<file path="src/rtl/sync_edge_pkg.sv">
// Shared edge-mode encodings and sizing helper for the multi-channel edge detector.
package sync_edge_pkg;

  localparam logic [1:0] EDGE_OFF  = 2'b00;
  localparam logic [1:0] EDGE_RISE = 2'b01;
  localparam logic [1:0] EDGE_FALL = 2'b10;
  localparam logic [1:0] EDGE_BOTH = 2'b11;

  function automatic int clog2_min1(input int v);
    return ($clog2(v) < 1) ? 1 : $clog2(v);
  endfunction

endpackage

</file>
<file path="src/rtl/sync_edge_chan.sv">
// One channel: optional synchroniser, consecutive-cycle debounce, registered edge pulses.
module sync_edge_chan
  import sync_edge_pkg::*;
#(
  parameter int SYNC_STAGES = 2,
  parameter int DEB_CNT     = 4
) (
  input  logic clk,
  input  logic rst,
  input  logic din,
  output logic flt,
  output logic pos,
  output logic neg
);

  localparam int DEB_EFF = (DEB_CNT < 1) ? 1 : DEB_CNT;
  localparam int CNT_W   = clog2_min1(DEB_CNT + 1);

  logic             sv;
  logic [CNT_W-1:0] cnt;
  logic             last;
  logic             update;

  generate
    if (SYNC_STAGES == 0) begin : g_nosync
      assign sv = din;
    end else begin : g_sync
      logic [SYNC_STAGES-1:0] s;
      always_ff @(posedge clk) begin
        if (rst) begin
          s <= '0;
        end else begin
          s[0] <= din;
          for (int j = 1; j < SYNC_STAGES; j++) s[j] <= s[j-1];
        end
      end
      assign sv = s[SYNC_STAGES-1];
    end
  endgenerate

  // Accept the new level once it has differed from flt for DEB_EFF samples in a row.
  assign last   = (cnt == CNT_W'(DEB_EFF - 1));
  assign update = (sv != flt) && last;

  always_ff @(posedge clk) begin
    if (rst) begin
      cnt <= '0;
      flt <= 1'b0;
      pos <= 1'b0;
      neg <= 1'b0;
    end else begin
      pos <= update & sv;
      neg <= update & ~sv;
      if (sv == flt) begin
        cnt <= '0;
      end else if (last) begin
        flt <= sv;
        cnt <= '0;
      end else begin
        cnt <= cnt + CNT_W'(1);
      end
    end
  end

endmodule

</file>
<file path="src/rtl/sync_edge_multi.sv">
// Multi-channel debounced edge detector with per-channel mode mask, sticky pending flags and irq.
module sync_edge_multi
  import sync_edge_pkg::*;
#(
  parameter int CH_NUM      = 8,
  parameter int SYNC_STAGES = 2,
  parameter int DEB_CNT     = 4
) (
  input  logic                  clk,
  input  logic                  rst,
  input  logic [CH_NUM-1:0]     data_in,
  input  logic [2*CH_NUM-1:0]   edge_mode,
  input  logic [CH_NUM-1:0]     pend_clr,
  output logic [CH_NUM-1:0]     flt_level,
  output logic [CH_NUM-1:0]     data_out_pos,
  output logic [CH_NUM-1:0]     data_out_neg,
  output logic [CH_NUM-1:0]     evt_pulse,
  output logic [CH_NUM-1:0]     evt_pending,
  output logic                  irq
);

  generate
    for (genvar i = 0; i < CH_NUM; i++) begin : g_ch
      logic [1:0] mode;
      assign mode = edge_mode[2*i +: 2];

      sync_edge_chan #(
        .SYNC_STAGES(SYNC_STAGES),
        .DEB_CNT    (DEB_CNT)
      ) u_chan (
        .clk(clk),
        .rst(rst),
        .din(data_in[i]),
        .flt(flt_level[i]),
        .pos(data_out_pos[i]),
        .neg(data_out_neg[i])
      );

      // Mask applies to the registered pulses with the mode seen this cycle.
      assign evt_pulse[i] = (data_out_pos[i] & |(mode & EDGE_RISE))
                          | (data_out_neg[i] & |(mode & EDGE_FALL));
    end
  endgenerate

  // Set has priority over clear so a coincident event is never dropped.
  always_ff @(posedge clk) begin
    if (rst) evt_pending <= '0;
    else     evt_pending <= evt_pulse | (evt_pending & ~pend_clr);
  end

  assign irq = |evt_pending;

endmodule

</file>
<file path="config.mk">
export PLATFORM = sky130hd
export DESIGN_NAME = sync_edge_multi
export DESIGN_NICKNAME = d
export VERILOG_FILES = /design/src/rtl/sync_edge_pkg.sv /design/src/rtl/sync_edge_chan.sv /design/src/rtl/sync_edge_multi.sv
export SDC_FILE = /design/constraint.sdc
export NUM_CORES = 1
export LEC_CHECK = 0
export BUFFER_PORTS_ARGS = -buffer_cell sky130_fd_sc_hd__buf_2
export CORE_ASPECT_RATIO = 0.9
export CORE_MARGIN = 2
export CORE_UTILIZATION = 46
export DETAILED_ROUTE_END_ITERATION = 16
export GPL_TIMING_DRIVEN = 0
export PLACE_DENSITY = 0.76
export SLEW_MARGIN = 20
export SYNTH_ARGS = -nofsm -noshare
export SYNTH_HDL_FRONTEND = slang
export SYNTH_HIERARCHICAL = 1
export SYNTH_SLANG_ARGS = --single-unit
export TNS_END_PERCENT = 5
</file>
<file path="constraint.sdc">
create_clock -name clk -period 1 [get_ports clk]
set_input_delay 0.05 -clock clk [delete_from_list [all_inputs] [get_ports clk]]
set_output_delay 0.05 -clock clk [all_outputs]
set_load 0.005 [all_outputs]
</file>
Word level (Yosys, flattened, before mapping)
Cells that the tools add are included. W data, S select, Z words.

Register bits after elaboration: 72. Output and inout port bits: 41. Logic and storage cells: 157. Input bits: 34.

$add $sub $neg: 8. Eq/ne operators: 24. Reductions and logical operators: 25. Bitwise logic cells: 59.

Operators by type and width (count): $and A1 B1 Y1 (32); $add A3 B1 Y3 const B (8); $eq A3 B2 Y1 const B (8); $reduce_or A3 Y1 (8); $not A1 Y1 (16); $reduce_and A2 Y1 (8); $and A8 B8 Y8 (1); $eq A1 B1 Y1 (8); $logic_and A1 B1 Y1 (8); $ne A1 B1 Y1 (8); $not A8 Y8 (1); $or A1 B1 Y1 (8); $or A8 B8 Y8 (1); $reduce_or A8 Y1 (1).

Longest topological paths before layout
Gate-level depths: netlist of run 1.

Depth after elaboration: 3. Mapped depth: 4. Mapped depth without buffers: 4.

Cells and area by module
The synthesis of run 1 kept the hierarchy.

By module, submodules not included: sync_edge_chan (cells an instance 21, instances 8, area an instance 276.5 um2); sync_edge_multi (cells an instance 35, instances 1, area an instance 376.6 um2).

Worst setup path after synthesis of run 1
Ideal clock, no wire load.

Kind: flip-flop to flip-flop. Start: reg g_ch[0].u_chan.cnt[0]. End: reg g_ch[0].u_chan.neg. Path buffers: 0. Arrival time: 938 ps. Cell stages (with the launch flop): 4. Data required time: 883 ps. Clock period less this slack: 1055 ps. Path slack: -55 ps. Setup time: 117 ps. Cell sequence: dfxtp_1 -> ha_1 -> ha_1 -> and4bb_2.

Word-level cells in the longest chain between the ends: 3.

Ends and longest elaborated chain: start, declared (RTL line sync_edge_chan.sv:20) `logic [CNT_W-1:0] cnt;`; start signal, assigned (RTL line sync_edge_chan.sv:60) `cnt <= cnt + CNT_W'(1);`; $eq A3 B2 Y1 (RTL line sync_edge_chan.sv:42) `assign last = (cnt == CNT_W'(DEB_EFF - 1));`; $logic_and A1 B1 Y1 (RTL line sync_edge_chan.sv:43) `assign update = (sv != flt) && last;`; $and A1 B1 Y1 (RTL line sync_edge_chan.sv:53) `neg <= update & ~sv;`; end signal, assigned (RTL line sync_edge_chan.sv:53); end, declared (RTL line sync_edge_chan.sv:13) `output logic neg`.

No other way between the ends. A chain may end at the register's enable or synchronous reset.

Worst setup path in the final report of run 1
Start: reg evt_pending[1]. End: out irq.

Word-level cells in the longest chain between the ends: 1.

Ends and longest elaborated chain: start, declared (RTL line sync_edge_multi.sv:18) `output logic [CH_NUM-1:0] evt_pending,`; start signal, assigned (RTL line sync_edge_multi.sv:48) `else evt_pending <= evt_pulse | (evt_pending & ~pend_clr);`; $reduce_or A8 Y1 (RTL line sync_edge_multi.sv:51) `assign irq = |evt_pending;`; end, declared (RTL line sync_edge_multi.sv:19) `output logic irq`.

No other way between the ends.

==> qor.csv, run 1 <==
stage,metric,value,unit
routing,drc,0,
timing,worst_pin_slew,718,ps
worst_setup_path,startpoint_type,flip-flop,
worst_setup_path,arrival,1180,ps
synth,synthesis.nets,253,
global_routing,grt_max_degree,73,
cts,cts_max_path_buffers,2,
timing,clock.fmax,813,MHz
die,die_y,75.2,um
die,io_pins,75,
timing,hold_slack,11.3,ps
timing,slew_viol_final,0,
global_routing,grt_use_met2,24.8,%
job,cap_violations,0,
timing,hold_viol,0,
global_routing,globalRouteMet1Util,17.1,%
timing,tns,-1050,ps
placed_design,dp_hpwl,2.91,mm
timing,period_share,123,%
synth,synth_seq_area_share,55.7,%
layout,layoutNonFillerInstCount,368,
routing,ant_nets,0,
outcome,violations,setup timing,
global_routing,met3_usage,7.68,%
routing,routed_wl,4.67,mm
worst_setup_path,max_stage_delay,340,ps
placed_design,dpl-instance-area,3080,um^2
synth,ys_ff_latch,72,
timing,timing.final.ws_setup,-231,ps
die,die_area,6240,um^2
layout,layout_common_cells,"buf_2 (72), dfxtp_1 (52), nor2b_1 (24), dfxtp_2 (20)",
cts,worstSkewPairLatency,340,ps
power,p_seq_share,55.5,%
cts,cts_root_buf,clkbuf_8,
layout,fin_nets,347,
timing,slew_headroom,52.1,%
power,power_density,1470,nW/um^2
power,p_sw_share,20.1,%
power,switchingPower,1.06,mW
timing,worst_clock_skew,10.3,ps
timing,finalSetupViolations,30,
synth,synth_cell_types,13,
layout,syn_to_final_growth,39.1,%
global_routing,grt_overflow_total,0,
routing,vias,1799,
worst_setup_path,critPathCaptureType,output port,
layout,final_common_cell,buf_2,
die,initial_core_util,48.4,%
outcome,status,"complete, but fails checks",
power,pwr-share-clk,40.6,%
cts,path_clk_slew,70,ps
cts,htreeDepth,3,
synth,synthTopCellsByArea,"dfxtp_1 (56%), and4bb_2 (7.7%), ha_1 (7.7%), nor2b_1 (5.8%), nor4b_2 (4.6%)",
power,combPwrFrac,3.9,%
worst_setup_path,path_class,flip-flop to output port,
synth,avgSynthCellArea,12.8,um^2
global_routing,grt_use_total,15.0,%
synth,synth_top_area_share,55.7,%
layout,n_antenna_cell,0,
routing,drt_iter0_drc,56,
routing,post_drt_wl_per_cell,12.7,um
timing,rsz0062_at_grt,true,
synth,syn_area,2590,um^2
die,coreArea,5350,um^2
cts,tritoncts,yes,
synth,syn_inst,203,
global_routing,grt-busiest-layer,met2,
worst_setup_path,path_cells,nor4_4 > nand2_1 > buf_2,
routing,dr.pass1.iters,4,
die,die_x,83.1,um
worst_setup_path,cp_slowest_cell,dfxtp_1,
placed_design,portBuffers,74,
cts,clock-sinks,72,
timing,min_period,1230,ps
worst_setup_path,cp_max_fo,3,
global_routing,grt_pass1_vias,1596,
global_routing,antenna_found_initial,0,
power,vdd_drop_max,0.861,mV
layout,fin_area,3600,um^2
placed_design,gp_congestion,0.661,
power,p_int,4.22,mW
layout,drive_above_1_share,51.2,%
placed_design,post-place-cells,344,
synth,yosysWarnings,6,
die,rows,25,
global_routing,grt_pass1_wl,7.18,mm
worst_hold_path,hold_path_class,input port to flip-flop,
worst_setup_path,cp.required,950,ps
routing,viasPerCell,4.89,
cts,cts_buffers,9,
synth,yosysTopAreaCell,dfxtp_1,
power,p_leak,1.53,nW
==> through the flow <==
stage	utilization (%)	total power [mW]	setup WS, ps
2_1_floorplan	-	3.05	-35.9
3_3_place_gp	57.5	3.16	-408
3_5_place_dp	57.5	3.17	-127
4_1_cts	65.9	5.36	-254
5_1_grt	67.3	5.52	-320
6_report	67.3	5.28	-231
==> state kept, by name (all words and copies together) (netlist names) <==
register              cells
evt_pending               8
g_ch.u_chan/cnt          24
g_ch.u_chan/flt           8
g_ch.u_chan/g_sync.s     16
g_ch.u_chan/neg           8
g_ch.u_chan/pos           8
==> path summary, 6_finish.rpt <==
path                                      end                             start  slack [ps]  cells after the start
min reg2reg  g_ch[7].u_chan/cnt[0]$_SDFF_PP0_  g_ch[7].u_chan/cnt[0]$_SDFF_PP0_         430                      1
max                                       irq         evt_pending[1]$_SDFF_PP0_        -230                      3
min                 evt_pending[4]$_SDFF_PP0_                       pend_clr[4]          10                      3
max reg2reg  g_ch[5].u_chan/cnt[0]$_SDFF_PP0_  g_ch[5].u_chan/cnt[0]$_SDFF_PP0_        -100                      3
==> worst max-delay path, delay by kind of cell, from the launching register on <==
kind,cells,cell delay [ps]
DFF,1,340
buffers and inverters,1,130
and+or+nand+nor,2,380
==> power by group through the flow <==
stage	clock network (mW)	logic [mW]	registers, mW
global placement	0	0.169	2.99
detailed placement	0	0.174	2.99
CTS	2.22	0.203	2.93
finish	2.15	0.205	2.93
floorplan	0	0.0659	2.99
global route	2.35	0.228	2.94
==> cells by family (layout without fill, tap and decap cells) <==
logic type / count (synthesis) / in the layout / synth area share, %
AND/OR/NAND/NOR: 75 / 75 / 23.8
flip-flops: 72 / 72 / 55.7
adder cells (fa/ha/maj): 16 / 16 / 7.73
AO/OA/AOI/OAI: 16 / 16 / 5.80
XOR/XNOR: 8 / 8 / 2.71
multiplexers: 8 / 8 / 3.09
buffers and inverters: 8 / 106 / 1.16
==> cell type report <==
class | instances | area, um^2
Clock inverter | 4 | 45.0
Inverter | 8 | 30.0
Clock buffer | 11 | 141
Fill cell | 411 | 1750
Tap cell | 67 | 83.8
Multi-Input combinational cell | 123 | 1370
Timing Repair Buffer | 83 | 467
Sequential cell | 72 | 1470
==> cells in the mapped netlist (all sizes together) <==
cell and count:
xnor2 8, nand2 1, o21ba 8, and4bb 16
nor4 18, a22o 8, nor2b 24, dfxtp 72
ha 16, nor4b 8, nor2 8, inv 8
mux2i 8
==> timing repair <==
action / 4_1_cts / 5_1_grt
gates resized for setup: 33 / 17
endpoints found under the hold margin: 8 / 0
setup endpoints to repair: 57 / 50
hold buffers: 8 / 0
buffers inserted: 0 / 1
pin swaps: 25 / 12
==> layer usage <==
layer	part of all wire (%)	wire length (um)
met2	46	2150
met4	0.49	23
met5	0	0
met1	47	2180
met3	6.9	321
Power figures use the tool's default switching activity.
==> run 2, diff against run 1 <==
--- a/config.mk
+++ b/config.mk
@@ -7,7 +7,7 @@
 export LEC_CHECK = 0
 export BUFFER_PORTS_ARGS = -buffer_cell sky130_fd_sc_hd__buf_2
 export CORE_ASPECT_RATIO = 0.9
-export CORE_MARGIN = 2
+export CORE_MARGIN = 3
 export CORE_UTILIZATION = 46
 export DETAILED_ROUTE_END_ITERATION = 16
 export GPL_TIMING_DRIVEN = 0
==> run 2 against run 1 <==
The run still ends with setup timing left. Critical path depth stayed put. Maximum frequency is 1.1% lower. Non-clock buffer count is 6 higher. Sequential share of layout area is 0.64 points lower. First-iteration DRC count is 8.9% higher. Register-to-register slack better by 40 ps. Die area is 5.1% higher. Cell count is 1.6% higher. Largest power group unchanged.
==> qor.csv, run 2 (same netlist as run 1, synthesis figures left out) <==
stage,metric,value,unit,change
outcome,status,"complete, but fails checks",,unchanged
outcome,violations,setup timing,,unchanged
layout,layoutNonFillerInstCount,374,,was 368
die,die_x,85.1,um,was 83.1 um
worst_setup_path,worst_r2r_endpoint,g_ch[5].u_chan/cnt[0]$_SDFF_PP0_,,unchanged
worst_setup_path,reg2reg_slack,-60,ps,was -100 ps
layout,final_common_cell,buf_2,,unchanged
job,cap_violations,0,,unchanged
cts,worstSkewPairLatency,340,ps,about the same
routing,routed_wl,5.19,mm,was 4.67 mm
timing,min_period,1240,ps,was 1230 ps
layout,drive_above_1_share,50.5,%,was 51.2%
routing,drc,0,,unchanged
layout,syn_to_final_growth,41.8,%,was 39.1%
layout,largestRegisters,"g_ch.u_chan/cnt x24, g_ch.u_chan/g_sync.s x16",,unchanged
worst_setup_path,critPathLaunch,evt_pending[7]$_SDFF_PP0_,,was evt_pending[1]$_SDFF_PP0_
timing,timing.final.ws_setup,-244,ps,was -231 ps
global_routing,grt_pass1_wl,8.85,mm,was 7.18 mm
timing,period_share,124,%,was 123%
power,power_density,1510,nW/um^2,was 1470 nW/um^2
timing,rsz0062_at_grt,true,,unchanged
global_routing,grt_use_total,17.1,%,was 15.0%
layout,layout_common_cells,"buf_2 (72), dfxtp_1 (50), nor2b_1 (24), dfxtp_2 (21)",,"was buf_2 (72), dfxtp_1 (52), nor2b_1 (24), dfxtp_2 (20)"
layout,fin_area,3670,um^2,was 3600 um^2
worst_setup_path,cp-endpoint,irq,,unchanged
die,rows,25,,unchanged
power,vdd_drop_max,1.17,mV,was 0.861 mV
placed_design,portBuffers,74,,unchanged
layout,fin_nets,353,,was 347
power,p_leak,1.56,nW,was 1.53 nW
layout,largest_reg_flops,24,,unchanged
global_routing,grt_overflow_total,0,,unchanged
die,coreArea,5350,um^2,unchanged
worst_setup_path,cp.required,950,ps,about the same
routing,post_drt_wl_per_cell,13.9,um,was 12.7 um
routing,vias,1868,,"was 1,799"
global_routing,antenna_found_initial,0,,unchanged
die,die_area,6570,um^2,was 6240 um^2
die,initial_core_util,48.4,%,unchanged
die,die_y,77.2,um,was 75.2 um
timing,clock.fmax,804,MHz,was 813 MHz
cts,htreeDepth,3,,unchanged
worst_setup_path,cp_max_fo,2,,was 3
worst_setup_path,cp_slowest_cell,dfxtp_2,,was dfxtp_1
timing,hold_viol,0,,unchanged
cts,clock-sinks,72,,unchanged
worst_setup_path,startpoint_type,flip-flop,,unchanged
layout,largest_register,g_ch.u_chan/cnt,,unchanged
placed_design,gp_congestion,0.646,,was 0.661
worst_setup_path,arrival,1190,ps,was 1180 ps
routing,viasPerCell,4.99,,was 4.89
cts,tritoncts,yes,,unchanged
timing,worst_pin_slew,711,ps,was 718 ps
cts,cts_buffers,9,,unchanged
layout,fillers,419,,was 411
layout,n_antenna_cell,0,,unchanged
placed_design,post-place-cells,344,,unchanged
routing,drt_iter0_drc,61,,was 56
placed_design,dp_hpwl,3.27,mm,was 2.91 mm
worst_setup_path,r2r-start,g_ch[5].u_chan/cnt[0]$_SDFF_PP0_,,unchanged
worst_setup_path,max_stage_delay,340,ps,about the same
timing,tns,-1160,ps,was -1050 ps
placed_design,dpl-instance-area,3080,um^2,unchanged
worst_setup_path,path_cells,nor4_4 > nand2_1 > buf_2,,unchanged
worst_setup_path,critPathCaptureType,output port,,unchanged
timing,worst_clock_skew,7.41,ps,was 10.3 ps
worst_setup_path,critPathTopFamily,simple AND/OR/NAND/NOR gates,,unchanged
routing,dr.pass1.iters,4,,unchanged
global_routing,grt_max_degree,73,,unchanged
global_routing,grt_pass1_vias,1911,,"was 1,596"
timing,slew_headroom,52.6,%,was 52.1%
worst_hold_path,worst_hold_path.num_cells,3,,unchanged
cts,path_clk_slew,70,ps,about the same
cts,cts_root_buf,clkbuf_8,,unchanged
worst_setup_path,cp.depth,3,,unchanged
timing,finalSetupViolations,31,,was 30
layout,final_util,68.6,%,was 67.3%
worst_hold_path,hold_path_class,input port to flip-flop,,unchanged
routing,ant_nets,0,,unchanged
timing,slew_viol_final,0,,unchanged
worst_setup_path,path_class,flip-flop to output port,,unchanged
worst_setup_path,worstPathBufferInverterCount,1,,unchanged
cts,cts_max_path_buffers,2,,unchanged
die,io_pins,75,,unchanged
worst_setup_path,reg2reg_depth,3,,unchanged
-- run 2: what timing repair did --
action                     4_1_cts  5_1_grt
gates cloned                     0        0
pin swaps                       30        9
setup buffers                    1        1
hold buffers                    13        0
resized for setup               37       15
hold endpoints to repair        13        0
setup endpoints to repair       57       56
-- run 2: area by class of cell --
class,instances,area (um^2),area share (%)
repair buffers,89,524,14.3
multi-input cells,123,1360,37.0
well taps,67,83.8,2.28
inverters,8,30.0,0.818
clock inverters,4,70.1,1.91
flip-flops and latches,72,1470,40.1
clock buffers,11,131,3.58
-- run 2: how the worst min path moves through the flow --
| stage | from | to | slack, ps |
|---|---|---|---|
| 6_report | pend_clr[2] | evt_pending[2]$_SDFF_PP0_ | 20 |
| 5_1_grt | pend_clr[1] | evt_pending[1]$_SDFF_PP0_ | 10 |
| 4_1_cts | pend_clr[1] | evt_pending[1]$_SDFF_PP0_ | 2 |
| 3_5_place_dp | data_in[6] | g_ch[6].u_chan/g_sync.s[0]$_SDFF_PP0_ | 270 |
| 3_3_place_gp | data_in[1] | g_ch[1].u_chan/g_sync.s[0]$_SDFF_PP0_ | 260 |
| 2_1_floorplan | rst | g_ch[0].u_chan/g_sync.s[0]$_SDFF_PP0_ | 120 |
-- run 2: stage by stage --
stage / hold WS [ps] / total power [mW] / worst slack (ps)
2_1_floorplan: 122 / 3.05 / -35.9
3_3_place_gp: 262 / 3.16 / -420
3_5_place_dp: 273 / 3.17 / -152
4_1_cts: 2.20 / 5.60 / -297
5_1_grt: 14.8 / 5.74 / -340
6_report: 21.3 / 5.53 / -244
-- run 2: worst min-delay path: stages --
cell	delay, ps
buf_2	80
nor2b_1	40
o21ba_1	150
-- run 2: metal layers --
metal  GRT usage, %  part of all wire, %  up-vias
met5              0                    0        -
met4           6.65                 0.92        0
met3           6.44                  7.5        6
met2           27.0                   46       63
met1           21.0                   45      858
li1               -                    -      941
-- run 2: where the power goes --
part           internal [mW]  total [mW]  switching (mW)  leakage [nW]
combinational          0.131       0.221          0.0899         0.864
clock                   1.38        2.37           0.989         0.103
sequential              2.91        2.93          0.0260         0.595
